<file path="config.mk">
export PLATFORM = sky130hd
export DESIGN_NAME = muldiv_sequencer
export DESIGN_NICKNAME = d
export VERILOG_FILES = /design/src/rtl/muldiv_sequencer.sv
export SDC_FILE = /design/constraint.sdc
export NUM_CORES = 1
export LEC_CHECK = 0
export CAP_MARGIN = 0
export CORE_UTILIZATION = 25
export DETAILED_ROUTE_END_ITERATION = 12
export GPL_TIMING_DRIVEN = 0
export PLACE_DENSITY = 0.46
export SYNTH_ARGS = -nofsm -noshare
export SYNTH_HDL_FRONTEND = slang
export SYNTH_SLANG_ARGS = --single-unit
export TNS_END_PERCENT = 1
</file>
<file path="constraint.sdc">
create_clock -name clk -period 6.1 [get_ports clk]
set_input_delay 1.83 -clock clk [delete_from_list [all_inputs] [get_ports clk]]
set_output_delay 1.83 -clock clk [all_outputs]
set_load 0.01 [all_outputs]
</file>
<file path="src/rtl/muldiv_sequencer.sv">
// Multi-cycle multiply/divide unit owning HI/LO: 32-step shift-add multiply
// and restoring divide on operand magnitudes, with a one-cycle sign fixup.
module muldiv_sequencer (
   input  logic        clk,
   input  logic        reset,
   input  logic        start,
   input  logic [5:0]  op,
   input  logic [31:0] operand_a,
   input  logic [31:0] operand_b,
   output logic        busy,
   output logic        done,
   output logic [31:0] hi,
   output logic [31:0] lo
);

   localparam logic [5:0] OP_MULT  = 6'b011000;
   localparam logic [5:0] OP_MULTU = 6'b011001;
   localparam logic [5:0] OP_DIV   = 6'b011010;
   localparam logic [5:0] OP_DIVU  = 6'b011011;
   localparam logic [5:0] OP_MTHI  = 6'b010001;
   localparam logic [5:0] OP_MTLO  = 6'b010011;

   typedef enum logic [1:0] {IDLE, MUL, DIV, FIXUP} state_t;

   state_t      state_reg;
   logic [4:0]  count_reg;
   logic [63:0] prod_reg;      // mul: {partial sum, multiplier}; div: [31:0] dividend/quotient
   logic [31:0] rem_reg;
   logic [31:0] opnd_reg;      // multiplicand magnitude or divisor magnitude
   logic        neg_a_reg;
   logic        neg_b_reg;
   logic        is_div_reg;
   logic        div_zero_reg;
   logic        done_reg;
   logic [31:0] hi_reg;
   logic [31:0] lo_reg;

   logic        is_signed;
   logic        a_neg;
   logic        b_neg;
   logic [31:0] a_mag;
   logic [31:0] b_mag;
   logic [32:0] mul_sum;
   logic [32:0] div_shift;
   logic [32:0] div_diff;
   logic        div_fits;
   logic [63:0] prod_neg;
   logic [31:0] quot_fix;
   logic [31:0] rem_fix;

   assign is_signed = (op == OP_MULT) || (op == OP_DIV);
   assign a_neg     = is_signed & operand_a[31];
   assign b_neg     = is_signed & operand_b[31];
   assign a_mag     = a_neg ? (32'd0 - operand_a) : operand_a;
   assign b_mag     = b_neg ? (32'd0 - operand_b) : operand_b;

   assign mul_sum   = {1'b0, prod_reg[63:32]} + (prod_reg[0] ? {1'b0, opnd_reg} : 33'd0);

   // Partial remainder stays below 2*divisor, so a 33-bit borrow decides the step.
   assign div_shift = {rem_reg, prod_reg[31]};
   assign div_diff  = div_shift - {1'b0, opnd_reg};
   assign div_fits  = ~div_diff[32];

   assign prod_neg  = 64'd0 - prod_reg;
   assign quot_fix  = div_zero_reg ? 32'hFFFF_FFFF :
                      ((neg_a_reg ^ neg_b_reg) ? (32'd0 - prod_reg[31:0]) : prod_reg[31:0]);
   assign rem_fix   = neg_a_reg ? (32'd0 - rem_reg) : rem_reg;

   assign busy = (state_reg != IDLE);
   assign done = done_reg;
   assign hi   = hi_reg;
   assign lo   = lo_reg;

   always_ff @(posedge clk) begin
      if (reset) begin
         state_reg    <= IDLE;
         count_reg    <= 5'd0;
         prod_reg     <= 64'd0;
         rem_reg      <= 32'd0;
         opnd_reg     <= 32'd0;
         neg_a_reg    <= 1'b0;
         neg_b_reg    <= 1'b0;
         is_div_reg   <= 1'b0;
         div_zero_reg <= 1'b0;
         done_reg     <= 1'b0;
         hi_reg       <= 32'd0;
         lo_reg       <= 32'd0;
      end else begin
         done_reg <= 1'b0;
         case (state_reg)
            IDLE: begin
               if (start) begin
                  case (op)
                     OP_MULT, OP_MULTU: begin
                        neg_a_reg  <= a_neg;
                        neg_b_reg  <= b_neg;
                        is_div_reg <= 1'b0;
                        opnd_reg   <= a_mag;
                        prod_reg   <= {32'd0, b_mag};
                        count_reg  <= 5'd0;
                        state_reg  <= MUL;
                     end
                     OP_DIV, OP_DIVU: begin
                        neg_a_reg    <= a_neg;
                        neg_b_reg    <= b_neg;
                        is_div_reg   <= 1'b1;
                        div_zero_reg <= (operand_b == 32'd0);
                        opnd_reg     <= b_mag;
                        prod_reg     <= {32'd0, a_mag};
                        rem_reg      <= 32'd0;
                        count_reg    <= 5'd0;
                        state_reg    <= DIV;
                     end
                     OP_MTHI: hi_reg <= operand_a;
                     OP_MTLO: lo_reg <= operand_a;
                     default: ;
                  endcase
               end
            end
            MUL: begin
               prod_reg  <= {mul_sum, prod_reg[31:1]};
               count_reg <= count_reg + 5'd1;
               if (count_reg == 5'd31) state_reg <= FIXUP;
            end
            DIV: begin
               rem_reg        <= div_fits ? div_diff[31:0] : div_shift[31:0];
               prod_reg[31:0] <= {prod_reg[30:0], div_fits};
               count_reg      <= count_reg + 5'd1;
               if (count_reg == 5'd31) state_reg <= FIXUP;
            end
            FIXUP: begin
               if (is_div_reg) begin
                  lo_reg <= quot_fix;
                  hi_reg <= rem_fix;
               end else if (neg_a_reg ^ neg_b_reg) begin
                  {hi_reg, lo_reg} <= prod_neg;
               end else begin
                  {hi_reg, lo_reg} <= prod_reg;
               end
               done_reg  <= 1'b1;
               state_reg <= IDLE;
            end
            default: state_reg <= IDLE;
         endcase
      end
   end

endmodule

</file>
; ---- Word-level counts from Yosys, hierarchy flattened
; Index checks and enable logic that the tools add are counted.
[word_totals]
register_bits = 204
inputBits = 73
out_inout_bits = 66
word_cells = 100
[op_classes]
add_sub_neg = 8
n_eq_ne = 17
mux = 34
bitwise = 4
reduce_logical = 24
[ops]
columns = op, count
row1 = $mux 32, 17
row2 = $pmux 32 s2, 5
row3 = $pmux 64 s2, 1
row4 = $sub 1x32->32 const A, 4
row5 = $pmux 32 s3, 1
row6 = $mux 64, 1
row7 = $sub 1x64->64 const A, 1
row8 = $eq 6x5->1 const B, 6
row9 = $add 32x32->33, 1
row10 = $sub 33x32->33, 1
row11 = $logic_not 32->1, 1
row12 = $reduce_and 3->1, 10
row13 = $reduce_bool 2->1, 6
row14 = $mux 5, 2
row15 = $pmux 5 s2, 1
row16 = $ne 2x1->1 const B, 4
row17 = $pmux 2 s3, 1
row18 = $reduce_or 2->1, 3
row19 = $add 5x1->5 const B, 1
row20 = $eq 5x5->1 const B, 1
row21 = $eq 2x2->1 const B, 2
row22 = $mux 2, 2
row23 = $ne 2x2->1 const B, 2
row24 = $pmux 2 s2, 1
row25 = other kinds (11), 12

; ---- Longest topological paths before layout
; Gate-level depths: netlist (run 1).
[logic_depth]
ltp_word = 7
ltp_mapped = 14
depth_no_buf = 13

; ---- Worst setup path after synthesis (run 1)
; OpenSTA, ideal clock, no wires.
[synth_path]
path_kind = in2reg
startpoint = in operand_b[9]
endpoint = reg prod_reg[29]
setup_time_ns = 0.095
arrival_time_ns = 4.033
required_time_ns = 6.005
path_slack_ns = 1.972
cell_stages = 7
n_path_buf = 0
path_cell_list = or4_1 -> nor4_1 -> nand3_1 -> o31ai_1 -> xor2_1 -> a211o_1 -> a221oi_1
[synth_between]
elab_chain_cells = 5
[synth_rtl]
columns = item, line_no
row1 = from (decl), 9  ; input logic [31:0] operand_b,
row2 = $sub 1x32->32, 55  ; assign b_mag = b_neg ? (32'd0 - operand_b) : operand_b;
row3 = $mux 32, 55
row4 = $pmux 64 s2, 93  ; case (op)
row5 = $mux 64, 92  ; if (start) begin
row6 = $pmux 32 s3, 90  ; case (state_reg)
row7 = to (signal assigned), 99  ; prod_reg <= {32'd0, b_mag};
row8 = to (signal assigned), 109  ; prod_reg <= {32'd0, a_mag};
row9 = to (signal assigned), 121  ; prod_reg <= {mul_sum, prod_reg[31:1]};
row10 = to (decl), 27  ; logic [63:0] prod_reg;
; Every way passes these cells. The select of a mux whose other input is x is not followed.
; A chain may end at the register's enable or synchronous reset.

; ---- Final worst setup path (run 1)
[layout_path]
startpoint = in op[2]
endpoint = reg prod_reg[48]
[layout_between]
elab_chain_cells = 4
word_cells_on_any_way = 8
classes_between = eq/ne (5) / reduce/logical (3)
[layout_rtl]
columns = item, line_no
row1 = from (decl), 7  ; input logic [5:0] op,
row2 = $eq 6x5->1, 93
row3 = $reduce_or 2->1, 93
row4 = $ne 3x1->1 (no source line) *, -
row5 = $reduce_and 3->1 (no source line) *, -
; Mark *: on every way between the ends. The rest lies on a longest branch, timed or not.

==> key figures, run 1 <==
Status
  – Status: finished, final reports clean

Floorplan
  – Die Y: 257 um
  – Ports: 139
  – Die area: 0.0663 mm^2
  – Cell row count: 93
  – Floorplan core area: 0.0645 mm^2
  – Initial Utilization: 25.3%
  – Die X-Extent: 257 um

CTS
  – TritonCTS buffer count: 28
  – Post-CTS sizing: 0
  – Cts hold-fix bufs: 0
  – Buffers from clock root to sink, at most: 3
  – TritonCTS clock tree: yes
  – Worst-Skew Late Latency: 590 ps
  – Clock Sinks: 204
  – H-Tree Depth: 1
  – Clock root buffer master: clkbuf_16
  – Post-CTS setup buffer count: 0
  – Worst-path clk slew: 60 ps

Logic synthesis
  – Multiplexer area fraction after synthesis: 2.96%
  – Largest family of logic cells by synthesized area: compound AO/OA/AOI/OAI gates
  – Syn. warnings: 0
  – Synthesized Nets: 2395
  – EDFF count, synth: 0
  – Mapped Cells: 2246
  – Post-Synth XOR/XNOR Area: 9.88%
  – Synth Register Bits: 204
  – Synth Area per Inst: 7.26 um^2
  – Synth unique cells: 72
  – Post-synthesis sequential area ratio: 25.0%
  – Synth Cell Area: 0.0163 mm^2
  – Adder-Cell Fraction of Synth Area: 5.92%
  – Compound-Gate Fraction of Synth Area: 29.8%
  – Post-Synth Simple-Gate Area: 20.9%
  – Post-synthesis async set-or-reset flop share: 0%
  – Top_reg_cell synth: dfxtp_1

Setup path
  – Worst stage delay on the critical path: 950 ps
  – Worst EP arrival: 5600 ps
  – Worst path required time: 6630 ps
  – Worst setup SP type: input port
  – Crit-path cells: clkdlybuf4s50_1 > nor4bb_1 > clkbuf_1 > and3_1 > clkbuf_1 > a21oi_1 > nor2b_1 > clkbuf_1 > clkbuf_1 > a22o_1
  – Cell family with most CP delay: buffers and inverters
  – CP max stage cell: a21oi_1
  – Buffers & Inverters on Critical Path: 5
  – CP dominant cell by count: clkbuf_1
  – CP endpoint kind: flip-flop
  – Kind of critical path: input port to flip-flop
  – Crit-path max FO: 10

Job
  – MaxCap Viol Count: 0

STA
  – Setup violations, final: 0
  – Slew margin rel.: 6.45%
  – TNS Setup: 0 ps
  – Final hold viol count: 0
  – RSZ-0062 raised after global routing: no
  – Slew of the pin with the lowest slew margin: 1390 ps
  – Final min period: 5070 ps
  – Final hold slack: 450 ps
  – Final Max Tran Viols: 0
  – Tcrit/Tclk final: 83.1%
  – Maximum clock rate: 0.197 GHz
  – Clock skew: 20.2 ps

Routing
  – Via/cell ratio: 5.54
  – ANT nets after route: 0
  – Wire length per cell: 24.5 um
  – Top routing layer in use: met4
  – Vias: 18200
  – 1st-pass router iterations: 5
  – WL final: 80500 um
  – Met3 wire length: 6090 um
  – Initial drt markers: 1770
  – DR WL met2: 35100 um
  – Post-route DRC: 0
  – Wl on met1: 36800 um

Placement
  – DPL Wire Length: 65300 um
  – Cell Area, Placed: 0.0187 mm^2
  – Port bufs: 134
  – GPL Wtd Cong: 0.974

Layout
  – Post-route cell area: 0.0197 mm^2
  – Max reg flops: 64
  – Layout area overhead: 20.7%
  – Post-layout util: 30.6%
  – Antenna Cells: 0
  – Nets: 2559
  – Commonest cells after routing, fill and taps aside: nand2_1 (273), a21oi_1 (264), nor2_1 (221)
  – Ratio of cells with drive above 1 in the final layout: 3.25%
  – Most common cell after layout, fill and taps aside: nand2_1
  – Fillers: 7143

GRT
  – Largest net degree at the start of global routing: 14
  – Initial antenna violation count: 0
  – Global Route Usage Sum: 23.4%
  – First-pass GRT wire length: 116000 um
  – GRT Residual Overflow: 0
  – Number of global-route vias before repair: 17000

Pwr
  – Worst VDD drop: 0.201 mV
  – Total power: 5.93 mW
  – Power per Cell Area: 301 mW/mm^2
  – P_leak: 7.31 nW

Min path
  – Hold Path Class: flip-flop to flip-flop
final timing paths:
kind / depth (start not counted) / to / from / slack [ps]
max: 10 / prod_reg[48]$_SDFFE_PP0P_ / op[2] / 1030
min: 2 / lo[29]$_SDFFE_PP0P_ / lo[29]$_SDFFE_PP0P_ / 450
max reg2reg: 12 / hi[28]$_SDFFE_PP0P_ / prod_reg[0]$_SDFFE_PP0P_ / 1230
min reg2reg: 2 / lo[29]$_SDFFE_PP0P_ / lo[29]$_SDFFE_PP0P_ / 450
through the flow:
step,setup WS (ps),cells
floorplan,1970,2246
global placement,629,3235
detailed placement,559,3235
CTS,1160,3285
global route,952,3285
finish,1030,3285
power breakdown:
group / total (mW) / internal (mW) / switching (mW)
logic: 2.54 / 0.840 / 1.70
registers: 1.61 / 1.44 / 0.170
clock network: 1.78 / 1.07 / 0.704
cell families after synthesis:
group	Yosys count
AOI/OAI and AO/OA	762
and+or+nand+nor	741
adders and majority gates	76
muxes	48
DFF	204
xor gates and xnor gates	184
buffers and inverters	231
cells in the mapped netlist, types with 46 or more instances:
| master | count | share of area (%) |
|---|---|---|
| a21oi_1 | 264 | 8.1 |
| clkbuf_1 | 133 | 3.1 |
| dfxtp_1 | 204 | 25 |
| ha_1 | 74 | 5.7 |
| inv_1 | 75 | 1.7 |
| mux2i_1 | 46 | 2.8 |
| nand2_1 | 273 | 6.3 |
| nand3_1 | 46 | 1.4 |
| nor2_1 | 221 | 5.1 |
| nor3_1 | 47 | 1.4 |
| o211ai_1 | 47 | 2.2 |
| o21ai_0 | 130 | 4.0 |
| xnor2_1 | 97 | 5.2 |
| xor2_1 | 87 | 4.7 |
routing by layer:
layer / up-vias / global-route usage, %
li1: 8494 / -
met2: 759 / 36.4
met5: - / 0
met3: 113 / 3.34
met4: 0 / 7.12
met1: 8848 / 33.0
final cells by class:
type,instances,area (um^2),area share (%)
Multi-Input combinational cell,1811,11300,57.5
Sequential cell,204,4080,20.7
Timing Repair Buffer,134,1340,6.81
Tap cell,855,1070,5.43
Clock buffer,37,786,3.99
Buffer,156,617,3.13
Inverter,75,282,1.43
Clock inverter,13,185,0.940
worst register-to-register path, stage by stage (launching register included):
cell      delay, ps
dfxtp_1         450
inv_1           270
clkbuf_1        660
ha_1            310
nor3b_1         560
nand4_1         300
nor4_2          930
or4b_1          590
o31a_1          280
xnor2_1         150
nand2_1          70
nand3_1          90
a21oi_1          70
Power figures use the tool's default switching activity.
==> run 2: changes to the inputs <==
--- a/config.mk
+++ b/config.mk
@@ -9,7 +9,7 @@
 export CORE_UTILIZATION = 25
 export DETAILED_ROUTE_END_ITERATION = 12
 export GPL_TIMING_DRIVEN = 0
-export PLACE_DENSITY = 0.46
+export PLACE_DENSITY = 0.47
 export SYNTH_ARGS = -nofsm -noshare
 export SYNTH_HDL_FRONTEND = slang
 export SYNTH_SLANG_ARGS = --single-unit
==> constraint.sdc (replaced) <==
create_clock -name clk -period 4.55 [get_ports clk]
set_input_delay 1.365 -clock clk [delete_from_list [all_inputs] [get_ports clk]]
set_output_delay 1.365 -clock clk [all_outputs]
set_load 0.01 [all_outputs]
==> key figures, run 2 (synthesized netlist as in run 1, its figures left out) <==
Status
  – Status: finished with violations
  – Violated checks: capacitance limit, slew limit

Layout
  – Antenna Cells: 0
  – Max reg flops: 64
  – Nets: 2559
  – Commonest cells after routing, fill and taps aside: nand2_1 (273), a21oi_1 (263), nor2_1 (221)
  – Most common cell after layout, fill and taps aside: nand2_1
  – Final Non-Filler Cells: 3285
  – Layout area overhead: 20.9%
  – Ratio of cells with drive above 1 in the final layout: 3.50%
  – Fillers: 7018
  – Post-route cell area: 0.0197 mm^2

STA
  – Final min period: 4460 ps
  – Final hold viol count: 0
  – RSZ-0062 raised after global routing: no
  – Slew margin rel.: -1.65%
  – Tcrit/Tclk final: 98.0%
  – Slew of the pin with the lowest slew margin: 1510 ps
  – Final hold slack: 451 ps
  – Clock skew: 16.9 ps
  – TNS Setup: 0 ps
  – Setup violations, final: 0
  – Maximum clock rate: 0.224 GHz
  – Final Max Tran Viols: 9

Routing
  – Top routing layer in use: met5
  – Wl on met1: 36600 um
  – Via/cell ratio: 5.56
  – WL final: 79900 um
  – Vias: 18300
  – DR WL met2: 34900 um
  – 1st-pass router iterations: 5
  – Initial drt markers: 2037
  – ANT nets after route: 0
  – Post-route DRC: 0
  – Met3 wire length: 6530 um
  – Wire length per cell: 24.3 um

GRT
  – First-pass GRT wire length: 116000 um
  – Initial antenna violation count: 1
  – GRT Residual Overflow: 0
  – Global Route Usage Sum: 23.2%
  – Largest net degree at the start of global routing: 14
  – Number of global-route vias before repair: 17000

Pwr
  – P_sw: 3.46 mW
  – Total power: 7.91 mW
  – Share of total power in the clock network: 29.3%
  – Worst VDD drop: 0.256 mV
  – Power per Cell Area: 401 mW/mm^2
  – P_leak: 7.31 nW
  – Register share of total power: 27.3%
  – Logic pwr share: 43.4%
  – Pint: 4.45 mW
  – Switching power share of the total: 43.7%

Setup path
  – Worst path required time: 5050 ps
  – Crit-path cells: clkdlybuf4s50_1 > nor4bb_1 > clkbuf_1 > and2_1 > nand2_1 > clkbuf_1 > a21oi_1 > xor2_1 > o21ai_0 > o21ai_0 > o21ai_0 > nor2_1
  – CP max stage cell: clkbuf_1
  – Buffers & Inverters on Critical Path: 3
  – Worst stage delay on the critical path: 560 ps
  – Worst setup SP type: input port
  – Cell family with most CP delay: buffers and inverters
  – Crit-path max FO: 10
  – Kind of critical path: input port to flip-flop
  – CP dominant cell by count: o21ai_0
  – CP endpoint kind: flip-flop
  – Worst EP arrival: 4960 ps

CTS
  – TritonCTS buffer count: 28
  – Post-CTS setup buffer count: 0
  – Worst-Skew Late Latency: 580 ps
  – Clock root buffer master: clkbuf_16
  – Worst-path clk slew: 60 ps
  – H-Tree Depth: 1
  – TritonCTS clock tree: yes
  – Buffers from clock root to sink, at most: 3
  – Clock Sinks: 204

Placement
  – Port bufs: 134
  – Cell Area, Placed: 0.0187 mm^2
  – DPL Wire Length: 64900 um
  – GPL Wtd Cong: 0.960
  – DP Cell Count: 3235

Floorplan
  – Initial Utilization: 25.3%
  – Ports: 139
  – Cell row count: 93
  – Die X-Extent: 257 um
  – Floorplan core area: 0.0645 mm^2
  – Die Y: 257 um
  – Die area: 0.0663 mm^2

Job
  – MaxCap Viol Count: 1

Min path
  – Hold Path Class: flip-flop to flip-flop
==> run 2: changes by cell type in the layout (fill, tap and decap cells not counted), sizes merged <==
cell,delta
buf,-2
bufinv,-1
clkbuf,+1
clkinv,+2
==> run 2: worst paths after layout <==
path	from	endpoint	slack [ps]	cells after the start
setup / recovery	op[3]	prod_reg[19]$_SDFFE_PP0P_	90	12
hold / removal	lo[2]$_SDFFE_PP0P_	lo[2]$_SDFFE_PP0P_	450	2
setup reg to reg	prod_reg[0]$_SDFFE_PP0P_	hi[18]$_SDFFE_PP0P_	170	11
hold reg to reg	lo[2]$_SDFFE_PP0P_	lo[2]$_SDFFE_PP0P_	450	2
==> run 2: power by group through the flow <==
stage                     combinational, mW  sequential [mW]  clock [mW]
after floorplan                        2.21             2.09           0
after global placement                 3.29             2.18           0
after detailed placement               3.30             2.18           0
after CTS                              3.33             2.14        2.34
after global routing                   3.69             2.17        2.43
final                                  3.43             2.16        2.31
==> run 2: layer usage <==
layer  vias up  global-route usage [%]
met2       782                    36.1
met3       101                    3.71
met1      8864                    33.1
li1       8503                       -
met5         -                       0
met4         2                    5.75
==> run 2: tightest hold or removal path, delay by kind of cell (launching register included) <==
kind	cells	cell delay, ps
AO/OA/AOI/OAI	1	50
flip-flops	1	310
AND/OR/NAND/NOR	1	50
==> run 2: layout make-up <==
type	instances	area, um^2	share of cell area, %
multi-input cells	1811	11400	57.7
inverters	75	282	1.43
plain buffers	156	623	3.16
repair buffers	134	1340	6.80
well taps	855	1070	5.42
clock inverters	14	166	0.844
flip-flops and latches	204	4080	20.7
clock buffers	36	772	3.91
==> run 2: through the flow <==
step	setup slack (ps)	utilization, %
final	90.3	30.6
after global placement	-404	29.0
after detailed placement	-453	29.0
after CTS	54.4	30.5
after global routing	0.794	30.6
after floorplan	887	-
==> run 2: repair_timing <==
| action | in CTS | in global routing |
|---|---|---|
| gates resized for setup | 3 | 7 |
| hold buffers | 0 | 0 |
| setup endpoints to repair | 30 | 42 |
